<file path="config.mk">
export PLATFORM = sky130hd
export DESIGN_NAME = fetch_unit_flat
export DESIGN_NICKNAME = d
export VERILOG_FILES = /design/src/rtl/fetch_unit_if.sv /design/src/rtl/fetch_unit.sv /design/src/flat_wrapper.sv
export SDC_FILE = /design/constraint.sdc
export NUM_CORES = 1
export LEC_CHECK = 0
export BUFFER_PORTS_ARGS = -buffer_cell sky130_fd_sc_hd__buf_4
export CORE_ASPECT_RATIO = 0.75
export CORE_UTILIZATION = 60
export CTS_CLUSTER_SIZE = 14
export DETAILED_ROUTE_END_ITERATION = 8
export GPL_TIMING_DRIVEN = 0
export PLACE_DENSITY = 0.91
export REMOVE_ABC_BUFFERS = 1
export SLEW_MARGIN = 20
export SYNTH_ARGS = -nofsm -noshare
export SYNTH_HDL_FRONTEND = slang
export SYNTH_SLANG_ARGS = --single-unit
</file>
<file path="constraint.sdc">
create_clock -name clk -period 4.7 [get_ports clk]
set_clock_uncertainty 0.1 [all_clocks]
set_input_delay 0.705 -clock clk [delete_from_list [all_inputs] [get_ports clk]]
set_output_delay 0.705 -clock clk [all_outputs]
set_load 0.02 [all_outputs]
</file>
<file path="src/rtl/fetch_unit_if.sv">
// Flash byte bus and decode handshake for the fetch stage.
// master = fetch_unit, slave = flash model plus decode stage.
interface fetch_unit_if #(
    parameter int ADDR_W = 24
);
    logic              flash_cs;
    logic              flash_re;
    logic              flash_we;
    logic [ADDR_W-1:0] flash_addr;
    logic [7:0]        flash_dout;
    logic [31:0]       instr;
    logic [ADDR_W-1:0] instr_pc;
    logic              instr_valid;
    logic              instr_ready;

    modport master (
        output flash_cs,
        output flash_re,
        output flash_we,
        output flash_addr,
        input  flash_dout,
        output instr,
        output instr_pc,
        output instr_valid,
        input  instr_ready
    );

    modport slave (
        input  flash_cs,
        input  flash_re,
        input  flash_we,
        input  flash_addr,
        output flash_dout,
        input  instr,
        input  instr_pc,
        input  instr_valid,
        output instr_ready
    );
endinterface

</file>
<file path="src/rtl/fetch_unit.sv">
// Instruction fetch: four flash byte reads per word, little-endian assembly, valid/ready out.
// Optional halt detection is enabled with FETCH_HALT_DETECT_EN.
module fetch_unit #(
    parameter int                ADDR_W    = 24,
    parameter int                READ_LAT  = 3,
    parameter logic [ADDR_W-1:0] RESET_PC  = '0,
    parameter logic [31:0]       HALT_WORD = 32'h0
) (
    input  logic              clk,
    input  logic              rst,
    input  logic              fetch_en,
    input  logic              redirect_valid,
    input  logic [ADDR_W-1:0] redirect_addr,
    fetch_unit_if.master      bus,
    output logic              busy,
    output logic              halted
);

    localparam int CNT_W = (READ_LAT > 1) ? $clog2(READ_LAT) : 1;
    localparam logic [CNT_W-1:0] CNT_LAST = CNT_W'(READ_LAT - 1);

    typedef enum logic [2:0] {
        IDLE,
        ISSUE,
        WAIT,
        HOLD
`ifdef FETCH_HALT_DETECT_EN
        , HALTED
`endif
    } state_t;

    state_t            state;
    logic [ADDR_W-1:0] pc;
    logic [1:0]        idx;
    logic [CNT_W-1:0]  cnt;
    logic [7:0]        b0, b1, b2;

    logic [ADDR_W-1:0] redir_pc;
    logic [ADDR_W-1:0] pc_next;
    logic              accept;

    assign redir_pc = redirect_addr & ~ADDR_W'(3);
    assign pc_next  = pc + ADDR_W'(4);
    assign accept   = bus.instr_valid & bus.instr_ready;
    assign busy     = (state == ISSUE) || (state == WAIT);
    assign bus.flash_we = 1'b0;

`ifdef FETCH_HALT_DETECT_EN
    logic halted_q;
    assign halted = halted_q;
`else
    assign halted = 1'b0;
`endif

    always_ff @(posedge clk or negedge rst) begin
        if (!rst) begin
            state           <= IDLE;
            pc              <= RESET_PC;
            idx             <= 2'd0;
            cnt             <= '0;
            b0              <= 8'h0;
            b1              <= 8'h0;
            b2              <= 8'h0;
            bus.flash_cs    <= 1'b0;
            bus.flash_re    <= 1'b0;
            bus.flash_addr  <= '0;
            bus.instr       <= 32'h0;
            bus.instr_pc    <= '0;
            bus.instr_valid <= 1'b0;
`ifdef FETCH_HALT_DETECT_EN
            halted_q        <= 1'b0;
`endif
        end else if (redirect_valid) begin
            // Redirect wins over everything, including a same-cycle transfer.
            pc              <= redir_pc;
            idx             <= 2'd0;
            cnt             <= '0;
            bus.flash_cs    <= 1'b0;
            bus.flash_re    <= 1'b0;
            bus.instr_valid <= 1'b0;
`ifdef FETCH_HALT_DETECT_EN
            halted_q        <= 1'b0;
`endif
            state           <= fetch_en ? ISSUE : IDLE;
        end else begin
            unique case (state)
                IDLE: begin
                    if (fetch_en) begin
                        state          <= ISSUE;
                        bus.flash_cs   <= 1'b1;
                        bus.flash_re   <= 1'b1;
                        bus.flash_addr <= {pc[ADDR_W-1:2], idx};
                    end
                end
                ISSUE: begin
                    // Entered from a redirect with the strobes still low: raise them first.
                    if (bus.flash_cs) begin
                        state <= WAIT;
                        cnt   <= '0;
                    end else begin
                        bus.flash_cs   <= 1'b1;
                        bus.flash_re   <= 1'b1;
                        bus.flash_addr <= {pc[ADDR_W-1:2], idx};
                    end
                end
                WAIT: begin
                    if (cnt == CNT_LAST) begin
                        unique case (idx)
                            2'd0: b0 <= bus.flash_dout;
                            2'd1: b1 <= bus.flash_dout;
                            2'd2: b2 <= bus.flash_dout;
                            2'd3: bus.instr <= {bus.flash_dout, b2, b1, b0};
                        endcase
                        if (idx != 2'd3) begin
                            idx            <= idx + 2'd1;
                            bus.flash_addr <= {pc[ADDR_W-1:2], idx + 2'd1};
                            state          <= ISSUE;
                        end else begin
                            idx             <= 2'd0;
                            bus.flash_cs    <= 1'b0;
                            bus.flash_re    <= 1'b0;
                            bus.instr_pc    <= pc;
                            bus.instr_valid <= 1'b1;
                            state           <= HOLD;
                        end
                    end else begin
                        cnt <= cnt + CNT_W'(1);
                    end
                end
                HOLD: begin
                    if (accept) begin
                        bus.instr_valid <= 1'b0;
`ifdef FETCH_HALT_DETECT_EN
                        if (bus.instr == HALT_WORD) begin
                            state    <= HALTED;
                            halted_q <= 1'b1;
                        end else
`endif
                        begin
                            pc <= pc_next;
                            if (fetch_en) begin
                                state          <= ISSUE;
                                bus.flash_cs   <= 1'b1;
                                bus.flash_re   <= 1'b1;
                                bus.flash_addr <= {pc_next[ADDR_W-1:2], 2'b00};
                            end else begin
                                state <= IDLE;
                            end
                        end
                    end
                end
`ifdef FETCH_HALT_DETECT_EN
                HALTED: begin
                    state <= HALTED;
                end
`endif
                default: state <= IDLE;
            endcase
        end
    end

endmodule

</file>
<file path="src/flat_wrapper.sv">
// flat-port wrapper written by rule: the top's interface ports become plain ports
module fetch_unit_flat 
#(
    parameter int                ADDR_W    = 24,
    parameter int                READ_LAT  = 3,
    parameter logic [ADDR_W-1:0] RESET_PC  = '0,
    parameter logic [31:0]       HALT_WORD = 32'h0
)
  (clk, rst, fetch_en, redirect_valid, redirect_addr, busy, halted, bus_flash_cs, bus_flash_re, bus_flash_we, bus_flash_addr, bus_flash_dout, bus_instr, bus_instr_pc, bus_instr_valid, bus_instr_ready);
  fetch_unit_if #(.ADDR_W(ADDR_W)) bus_i ();
  input  logic clk;
  input  logic rst;
  input  logic fetch_en;
  input  logic redirect_valid;
  input  logic [ADDR_W-1:0] redirect_addr;
  output logic busy;
  output logic halted;
  output wire logic [$bits(bus_i.flash_cs)-1:0] bus_flash_cs;
  output wire logic [$bits(bus_i.flash_re)-1:0] bus_flash_re;
  output wire logic [$bits(bus_i.flash_we)-1:0] bus_flash_we;
  output wire logic [$bits(bus_i.flash_addr)-1:0] bus_flash_addr;
  input wire logic [$bits(bus_i.flash_dout)-1:0] bus_flash_dout;
  output wire logic [$bits(bus_i.instr)-1:0] bus_instr;
  output wire logic [$bits(bus_i.instr_pc)-1:0] bus_instr_pc;
  output wire logic [$bits(bus_i.instr_valid)-1:0] bus_instr_valid;
  input wire logic [$bits(bus_i.instr_ready)-1:0] bus_instr_ready;
  assign bus_flash_cs = bus_i.flash_cs;
  assign bus_flash_re = bus_i.flash_re;
  assign bus_flash_we = bus_i.flash_we;
  assign bus_flash_addr = bus_i.flash_addr;
  assign bus_i.flash_dout = bus_flash_dout;
  assign bus_instr = bus_i.instr;
  assign bus_instr_pc = bus_i.instr_pc;
  assign bus_instr_valid = bus_i.instr_valid;
  assign bus_i.instr_ready = bus_instr_ready;
  fetch_unit #(.ADDR_W(ADDR_W), .READ_LAT(READ_LAT), .RESET_PC(RESET_PC), .HALT_WORD(HALT_WORD)) u_core (.clk(clk), .rst(rst), .fetch_en(fetch_en), .redirect_valid(redirect_valid), .redirect_addr(redirect_addr), .bus(bus_i), .busy(busy), .halted(halted));
endmodule
</file>
# Word-level counts from Yosys, hierarchy flattened
# Index checks and enable logic that the tools add are counted.
# word_totals
memories	0
reg_bits	138
out_inout_bits	86
input_bits	37
word_cells	106
rom_bits	0
latch_bits	0
ram_bits	0
# op_classes
add_sub_neg	3
n_mul	0
eq_ne	21
div_mod_pow	0
magnitude_cmp	0
shifts	0
muxes	42
bitwise	3
n_reduce_logical	24
# ops
operator	n
24-bit two-way mux	9
24-bit one-hot mux with 4 select lines	1
4-bit AND reduction	8
24-bit by 3-bit adder with 24-bit output (second input constant)	1
2-bit two-way mux	8
3-bit two-way mux	5
3-bit inequality test (second input constant)	5
1-bit two-way mux	14
2-bit inequality test (second input constant)	6
3-bit one-hot mux with 4 select lines	1
1-bit one-hot mux with 4 select lines	2
8-bit AND reduction	1
2-bit nonzero test	4
2-bit == test (second input constant)	3
3-bit by 2-bit == test with 1-bit output (second input constant)	2
3-bit by 2-bit inequality test with 1-bit output (second input constant)	2
3-bit nonzero test	2
5-bit AND reduction	1
5-bit nonzero test	1
2-bit by 1-bit adder with 2-bit output (second input constant)	2
2-bit one-hot mux with 2 select lines	1
2-bit AND reduction	2
4-bit nonzero test	1
3-bit by 1-bit == test with 1-bit output (second input constant)	1
9 further kinds	10

# Depth between registers and ports, before layout
# Gate-level depths: netlist of the first run.
# depth
word_depth	5
mapped_depth	8
depth_no_buf	6

# Worst setup path before layout of the first run
# No wires, ideal clock.
# synth_path
kind	reg2reg
startpoint	register u_core.state[0]
endpoint	register u_core.bus.flash_addr[10]
synth_period_minus_slack_ns	2.316
arrival_time_ns	2.091
n_path_buf	2
path_stages_with_launch	8
setup_slack_ns	2.384
cell_sequence	dfrtp_1 -> ha_1 -> buf_6 -> o21ba_2 -> a2111o_1 -> nor2_1 -> buf_2 -> mux2_2
# synth_between
elab_chain_len	3
elab_cells_between_ends	13
# synth_lines
item	line	source
start, declared	fetch_unit.sv:32	state_t state;
start signal, assigned	fetch_unit.sv:84	state <= fetch_en ? ISSUE : IDLE;
3-bit by 1-bit == test with 1-bit output (tied with other cells)	fetch_unit.sv:86	unique case (state)
2-bit inequality test (no line) (tied with other cells)	n/a	
8-bit AND reduction (no line)	n/a	
end signal, assigned	fetch_unit.sv:92	bus.flash_addr <= {pc[ADDR_W-1:2], idx};
end signal, assigned	fetch_unit.sv:103	bus.flash_addr <= {pc[ADDR_W-1:2], idx};
end signal, assigned	fetch_unit.sv:116	bus.flash_addr <= {pc[ADDR_W-1:2], idx + 2'd1};
end, declared	fetch_unit_if.sv:20	output flash_addr,
# Parallel ways exist; a longest one is shown, timed or not.
# A chain may end at the register's enable or synchronous reset.

# Worst setup path in the final report of the first run
# layout_path
startpoint	register u_core.state[0]
endpoint	register u_core.bus.flash_addr[13]
# The elaborated chain is that of the path after synthesis.

==> flow_metrics.tcl, run 1 <==
set metrics [dict create \
    routedWlPerCell_um 20.13 \
    synth.distinct_cells 56 \
    synth_top_area_cell "dfrtp_1" \
    synthToLayoutAreaGrowth_pct 24.03 \
    synth_area_leaders "dfrtp_1, mux2_2, o21ai_0" \
    grt.total_usage_pct 30.98 \
    start_util_pct 61.67 \
    ant_nets 0 \
    gp_congestion 0.9073 \
    portBuffers 116 \
    grt_overflow 0 \
    synth-edff-count 0 \
    die_w_um 120.5 \
    fmax_mhz 290.6 \
    syn_area_per_cell_um2 11.56 \
    viasPerCell 6.403 \
    syn_area_um2 6321 \
    num_antenna_cells 0 \
    synth_top_flop_cell "dfrtp_1" \
    synth_top_area_share_pct 52.65 \
    grt_pass1_wl_mm 25.74 \
    dp_hpwl_mm 10.39 \
    drc 0 \
    yosys_warnings 0 \
    wl_mm 16.00 \
    fp.dieArea_um2 10950 \
    cp.arrival_ns 3.61 \
    multiInputGateArea_um2 2749 \
    fillers 642 \
    grt_max_degree 77 \
    postCtsSetupBuffers 0 \
    cts_tree "yes" \
    endpoint_kind "register" \
    period_share_pct 73.21 \
    initialDrtViolationCount 653 \
    drt_first_pass_iters 8 \
    setup_viol 0 \
    cts_htree_levels 4 \
    grt_antenna_before_repair 0 \
    die_y_um 90.89 \
    cts.clk_slew.worst_paths_ns 0.06 \
    worstPathMaxFanout 28 \
    core-area_um2 10250 \
    crit_start "u_core.state[0]" \
    root_buffer "clkbuf_16" \
    start_kind "register" \
    seqCellArea_um2 3328 \
    synth-compound-area-share_pct 10.35 \
    worstMarginPinSlew_ns 1.206 \
    first_global_vias 5097 \
    holdWs_ns 0.2301 \
    synthMuxAreaShare_pct 17.20 \
    p_per_area_nw_per_um2 482.6 \
    nNetsFinal 693 \
    seq_area_frac_synth_pct 52.65 \
    yosys.area_share.adder_pct 1.979 \
    rsz0062_at_grt "false" \
    slew_violations 0 \
    drv_cap 0 \
    finalWorstPathRequiredPeriod_ns 3.441 \
    io_pins 123 \
    clockBufferDepth 2 \
    synth_xor_area_share_pct 1.524 \
    r2r_start "u_core.state[0]" \
    postSynth.asyncResetShare_pct 100.0 \
    hold_path.class "in -> async" \
    status "finished, final reports clean" \
    drive_gt1_share_pct 38.39 \
    numCtsBuffers 17 \
    synth_top_family_by_area "multiplexers" \
    clk_latency_ns 0.41 \
    worstSetupPathType "reg -> reg" \
    via_count 5090 \
    synthCells 547 \
    ctsResizeCount 0 \
    hold_violations 0 \
    clock-sinks 133 \
    maxSlewHeadroom_pct 18.85 \
    yosys_register_bits 133 \
    ir_drop_mv 0.3052 \
    utilization_pct 76.49 \
    tns_ns 0 \
    leakage_nw 3.808 \
    yosys.area_share.simple_pct 12.03 \
    rows 32 \
    hold_buffers 0 \
    required_ns 4.87 \
]
-- synth_stat cells, types with 2 or more instances --
cell and number:
o21ai_0 33, ha_1 10, inv_1 12, a22oi_1 2, mux2i_1 4, nor2b_1 4
nand4_1 10, xnor2_1 5, a311oi_1 2, o31ai_1 15, nor2_1 22, a31oi_1 18
and2_1 3, clkbuf_1 20, nor3_1 7, buf_6 2, nand3_1 8, and4_1 4
a41oi_1 7, a21oi_1 17, nand2_1 35, xor2_1 6, mux2_2 93, clkbuf_8 2
nand2b_1 5, nor4_1 12, or3_1 7, and3_1 9, dfrtp_1 133, buf_2 9
a22o_1 2, buf_4 5
-- final cells by class --
class / count / area share, %
Sequential cell: 133 / 42.45
Clock buffer: 20 / 5.953
Timing Repair Buffer: 117 / 11.51
Multi-Input combinational cell: 364 / 35.06
Tap cell: 136 / 2.170
Clock inverter: 12 / 2.234
Inverter: 13 / 0.6224
-- power by group --
group / switching (mW) / internal [mW] / total [mW]
logic: 0.565 / 0.386 / 0.951
registers: 0.129 / 1.28 / 1.41
clock network: 0.490 / 0.929 / 1.42
total: 1.18 / 2.60 / 3.78
-- logic make-up after synthesis --
kind of cell	after synthesis
simple gates	139
flops	133
compound gates	103
mux	97
buf+inv	53
xor+xnor	11
fa+ha+maj	10
other cells	1
-- flip-flops by register name, summed over array words and instances, names as in the netlist --
signal                  count
u_core.b0                   8
u_core.b1                   8
u_core.b2                   8
u_core.bus.flash_addr      24
u_core.bus.flash_cs         1
u_core.bus.flash_re         1
u_core.bus.instr           32
u_core.bus.instr_pc        22
u_core.bus.instr_valid      1
u_core.cnt                  2
u_core.idx                  2
u_core.pc                  22
u_core.state                2
-- critical path, stage by stage (launching register included) --
cell	delay [ns]
dfrtp_1	0.40
ha_1	0.87
inv_1	0.31
nor4_1	1.08
nor4bb_1	0.41
o31ai_1	0.10
-- layout by cell type (no fill, tap or decap), types with 8 or more instances in the layout --
cell type and count:
dfrtp_1 133, buf_4 115, mux2_2 93, nand2_1 34
o21ai_0 33, nor2_1 21, a31oi_1 18, a21oi_1 17
clkbuf_16 17, o31ai_1 15, inv_1 12, nor4_1 12
nand4_1 10, ha_1 10, and3_1 9, nand3_1 8
-- worst paths after layout --
path / endpoint / slack (ns) / cells after the start
worst max-delay path: u_core.bus.flash_addr[13] / 1.26 / 5
worst min-delay path: u_core.bus.instr_pc[8] / 0.23 / 1
worst max register to register: u_core.bus.flash_addr[13] / 1.26 / 5
worst min register to register: u_core.b0[7] / 0.40 / 1
max in group asynchronous: u_core.bus.instr[6] / 3.55 / 2
min in group clk: u_core.b0[7] / 0.40 / 1
-- metrics by stage --
step / total power [mW] / instance area (um2) / worst slack (ns) / cells
3_3_place_gp: 2.297 / 7157 / 0.6890 / 762
2_1_floorplan: 1.957 / 6116 / 1.609 / 510
3_5_place_dp: 2.348 / 7198 / 1.477 / 763
6_report: 3.783 / 7840 / 1.259 / 795
4_1_cts: 3.779 / 7840 / 1.415 / 795
5_1_grt: 3.917 / 7840 / 1.214 / 795
-- metal layers --
metal / GRT usage, % / share of wire (%)
met5: 0 / 0
met3: 7.513 / 8.1
met4: 16.98 / 3.7
met1: 39.47 / 40
met2: 48.90 / 49
Power figures use the tool's default switching activity.
==> inputs of run 2 (changes only) <==
--- a/config.mk
+++ b/config.mk
@@ -7,11 +7,11 @@
 export LEC_CHECK = 0
 export BUFFER_PORTS_ARGS = -buffer_cell sky130_fd_sc_hd__buf_4
 export CORE_ASPECT_RATIO = 0.75
-export CORE_UTILIZATION = 60
+export CORE_UTILIZATION = 55
 export CTS_CLUSTER_SIZE = 14
 export DETAILED_ROUTE_END_ITERATION = 8
 export GPL_TIMING_DRIVEN = 0
-export PLACE_DENSITY = 0.91
+export PLACE_DENSITY = 0.85
 export REMOVE_ABC_BUFFERS = 1
 export SLEW_MARGIN = 20
 export SYNTH_ARGS = -nofsm -noshare
==> constraint.sdc (replaced) <==
create_clock -name clk -period 3.2 [get_ports clk]
set_clock_uncertainty 0.1 [all_clocks]
set_input_delay 0.48 -clock clk [delete_from_list [all_inputs] [get_ports clk]]
set_output_delay 0.48 -clock clk [all_outputs]
set_load 0.02 [all_outputs]
==> flow_metrics.tcl, run 2 (same netlist as run 1, synthesis figures left out) <==
set metrics [dict create \
    dp_hpwl_mm 9.849 \
    drt_first_pass_iters 5 \
    placed_area_um2 7207 \
    core-area_um2 11070 \
    post-place-cells 767 \
    wl_mm 15.20 \
    numCtsBuffers 17 \
    fmax_mhz 350.2 \
    fp.dieArea_um2 11930 \
    num_antenna_cells 0 \
    start_util_pct 57.12 \
    die_y_um 94.84 \
    fillers 787 \
    cts_tree "yes" \
    first_global_vias 4886 \
    cts.clk_slew.worst_paths_ns 0.06 \
    slew_violations 0 \
    nNetsFinal 694 \
    maxSlewHeadroom_pct 47.74 \
    worstMarginPinSlew_ns 0.7767 \
    die_w_um 125.8 \
    start_kind "register" \
    fin_ws_ns 0.3446 \
    finalWorstPathRequiredPeriod_ns 2.855 \
    largest_reg_flops 32 \
    grt_overflow 0 \
    worstSetupPathType "reg -> reg" \
    layout_commonest_cell "dfrtp_1" \
    status "finished, final reports clean" \
    hold_violations 0 \
    grt_antenna_before_repair 0 \
    clockBufferDepth 2 \
    drc 0 \
    setup_viol 0 \
    routedWlPerCell_um 19.00 \
    cts_htree_levels 4 \
    ir_drop_mv 0.4530 \
    root_buffer "clkbuf_16" \
    ant_nets 0 \
    layout.cells.most_common_list "dfrtp_1, buf_4, mux2_2" \
    clk_latency_ns 0.42 \
    period_share_pct 89.23 \
    tns_ns 0 \
    grt_max_degree 70 \
    portBuffers 116 \
    cp.arrival_ns 3.10 \
    hold_path.class "in -> reg" \
    postCtsSetupBuffers 0 \
    seqCellArea_um2 3328 \
    grt_pass1_wl_mm 24.80 \
    drv_cap 0 \
    pre_cts_slack_ns -0.07264 \
    largest_register "u_core.bus.instr" \
    drive_gt1_share_pct 38.79 \
    postLayoutCellArea_um2 7814 \
    rows 33 \
    multiInputGateArea_um2 2765 \
    io_pins 123 \
    via_count 4848 \
    clock-sinks 133 \
    worstPathMaxFanout 28 \
    grt.total_usage_pct 26.91 \
    required_ns 3.44 \
    initialDrtViolationCount 321 \
    fin_cells 800 \
    p_per_area_nw_per_um2 686.9 \
    top_regs "u_core.bus.instr x32, u_core.bus.flash_addr x24" \
    rsz0062_at_grt "false" \
    leakage_nw 3.792 \
    endpoint_kind "register" \
    gp_congestion 0.8798 \
    synthToLayoutAreaGrowth_pct 23.61 \
    viasPerCell 6.060 \
]
==> run 2: cell count changes in the layout (fill, tap and decap cells not counted), sizes merged <==
cell         before  now
clkinv            5    7
clkinvlp          3    0
inv              13   19
bufinv            4    1
dlygate4sd3       0    1
clkbuf           20   18
==> run 2: report_power, final <==
group	internal [mW]	switching [mW]	total (mW)
combinational	0.572	0.817	1.39
sequential	1.89	0.182	2.07
clock	1.11	0.797	1.91
==> run 2: stage by stage <==
step                      hold slack (ns)  util [%]  power, mW
final                              0.1650     70.61      5.367
after global routing               0.1759     70.61      5.607
after CTS                          0.1681     70.57      5.374
after detailed placement           0.3772     65.13      3.454
after global placement             0.3794     64.72      3.382
after floorplan                   0.08441         -      2.874
==> run 2: cell type report <==
cell class / count / share of cell area [%]
flip-flops and latches: 133 / 42.59
multi-input cells: 364 / 35.39
repair buffers: 118 / 11.72
clock buffers: 18 / 5.620
well taps: 140 / 2.242
clock inverters: 14 / 1.809
inverters: 13 / 0.6245
==> run 2: metal layers <==
metal | global-route usage [%] | routed length [um]
met2 | 43.24 | 7311
met5 | 0 | 0
met1 | 35.99 | 6678
met4 | 10.64 | 270
met3 | 5.836 | 938
==> run 2: final timing paths <==
kind / from / to / slack (ns) / cells after the start
hold reg to reg: u_core.b0[5] / u_core.bus.instr[5] / 0.40 / 1
max in group asynchronous: rst / u_core.pc[17] / 1.81 / 3
setup / recovery: u_core.state[1] / u_core.pc[19] / 0.34 / 5
min in group asynchronous: rst / u_core.bus.instr[9] / 0.51 / 2
hold / removal: redirect_addr[4] / u_core.pc[4] / 0.17 / 3
setup reg to reg: u_core.state[1] / u_core.pc[19] / 0.34 / 5
==> run 2: critical path, cell delays in order, from the launching register on <==
cell	delay, ns
dfrtp_1	0.40
ha_2	0.59
and3_1	0.54
nand4_1	0.47
or3_1	0.48
a31oi_1	0.17
==> run 2: timing repair <==
| action | CTS | global route |
|---|---|---|
| setup endpoints to repair | 17 | 62 |
| hold buffers | 1 | 0 |
| resized for setup | 2 | 2 |
| pin swaps | 0 | 0 |
| hold endpoints to repair | 68 | 0 |
==> inputs of run 3 (changes only) <==
--- a/config.mk
+++ b/config.mk
@@ -13,6 +13,7 @@
 export GPL_TIMING_DRIVEN = 0
 export PLACE_DENSITY = 0.85
 export REMOVE_ABC_BUFFERS = 1
+export SETUP_SLACK_MARGIN = 0.5
 export SLEW_MARGIN = 20
 export SYNTH_ARGS = -nofsm -noshare
 export SYNTH_HDL_FRONTEND = slang
==> flow_metrics.tcl, run 3 (same netlist as run 1, synthesis figures left out) <==
set metrics [dict create \
    status "finished, final reports clean" \
    layout_commonest_cell "dfrtp_1" \
    postLayoutCellArea_um2 7889 \
    die_w_um 125.8 \
    grt_antenna_before_repair 0 \
    viasPerCell 6.092 \
    cts_tree "yes" \
    drc 0 \
    initialDrtViolationCount 334 \
    rsz0062_at_grt "false" \
    hold_violations 0 \
    rows 33 \
    wl_mm 15.46 \
    slowest_delay_ns 0.65 \
    holdWs_ns 0.1638 \
    endpoint_kind "register" \
    maxSlewHeadroom_pct 45.22 \
    period_share_pct 80.13 \
    finalPower_mw 5.451 \
    utilization_pct 71.29 \
    grt.total_usage_pct 27.09 \
    top_layer_used "met4" \
    layout.cells.most_common_list "dfrtp_1, buf_4, mux2_2" \
    numCtsBuffers 17 \
    gp_congestion 0.8798 \
    largest_register "u_core.bus.instr" \
    dp_hpwl_mm 9.849 \
    num_antenna_cells 0 \
    slowest_stage "or4_2" \
    cp.arrival_ns 2.81 \
    worstMarginPinSlew_ns 0.8142 \
    synthToLayoutAreaGrowth_pct 24.80 \
    path_buf_inv 0 \
    start_kind "register" \
    hold_path.class "in -> reg" \
    grt_max_degree 70 \
    placed_area_um2 7207 \
    p_per_area_nw_per_um2 691.0 \
    grt_overflow 0 \
    drv_cap 0 \
    worstPathMaxFanout 8 \
    clockBufferDepth 2 \
    ant_nets 0 \
    via_count 4892 \
    pre_cts_slack_ns -0.07264 \
    slew_violations 0 \
    portBuffers 116 \
    core-area_um2 11070 \
    required_ns 3.44 \
    grt_pass1_wl_mm 24.94 \
    routedWlPerCell_um 19.25 \
    met2WireLength_mm 7.569 \
    clock-sinks 133 \
    ir_drop_mv 0.4811 \
    top_regs "u_core.bus.instr x32, u_core.bus.flash_addr x24" \
    fmax_mhz 390.0 \
    clk_latency_ns 0.42 \
    drt_first_pass_iters 5 \
    dr_wl_met3_um 946 \
    critPathTopFamily "simple AND/OR/NAND/NOR gates" \
    root_buffer "clkbuf_16" \
    die_y_um 94.84 \
    leakage_nw 3.801 \
    fin_ws_ns 0.6359 \
    first_global_vias 4930 \
    io_pins 123 \
    finalWorstPathRequiredPeriod_ns 2.564 \
    worstSetupPathType "reg -> reg" \
    setup_viol 0 \
    met1Wirelength_mm 6.641 \
    crit_chain "ha_1 -> and4_1 -> nand4_1 -> or4_2 -> a31oi_1" \
    largest_reg_flops 32 \
    nNetsFinal 697 \
    cts_htree_levels 4 \
    drive_gt1_share_pct 39.52 \
    start_util_pct 57.12 \
    fp.dieArea_um2 11930 \
    cts.clk_slew.worst_paths_ns 0.06 \
]
-- run 3: worst reg2reg max path, cell delays in order, from the launching register on --
cell	delay, ns
dfrtp_1	0.48
ha_1	0.32
and4_1	0.49
nand4_1	0.27
or4_2	0.65
a31oi_1	0.18
-- run 3: worst paths after layout --
check | start | endpoint | slack (ns) | cells after the start
setup / recovery | u_core.pc[2] | u_core.pc[20] | 0.64 | 5
hold / removal | redirect_addr[4] | u_core.pc[4] | 0.16 | 3
setup reg to reg | u_core.pc[2] | u_core.pc[20] | 0.64 | 5
hold reg to reg | u_core.b0[5] | u_core.bus.instr[5] | 0.40 | 1
max in group asynchronous | rst | u_core.pc[17] | 1.81 | 3
min in group asynchronous | rst | u_core.bus.instr[9] | 0.51 | 2
-- run 3: through the flow --
stage | instances | setup TNS, ns
final | 803 | 0
after global routing | 803 | 0
after CTS | 802 | 0
after detailed placement | 767 | -0.3812
after global placement | 766 | -51.17
after floorplan | 510 | 0
-- run 3: timing repair --
item	CTS	global route
endpoints found under the setup margin	115	31
endpoints found under the hold margin	68	0
setup buffers	2	1
pin swaps	0	1
hold buffers	1	0
gates resized for setup	8	3
-- run 3: area by class of cell --
class / instances / area (um2)
fillers: 769 / 3177
repair buffers: 121 / 950.9
clock inverters: 14 / 141.4
clock buffers: 18 / 439.2
multi-input cells: 364 / 2805
well taps: 140 / 175.2
flip-flops and latches: 133 / 3328
inverters: 13 / 48.80
-- run 3: routing by layer --
layer / vias up / GRT usage, %
met3: 40 / 6.572
met1: 2446 / 35.53
met5: - / 0
met2: 196 / 43.43
met4: 0 / 11.65
li1: 2210 / -
-- run 3: where the power goes --
part	switching (mW)	internal (mW)
logic	0.834	0.627
registers	0.193	1.89
clock network	0.800	1.11
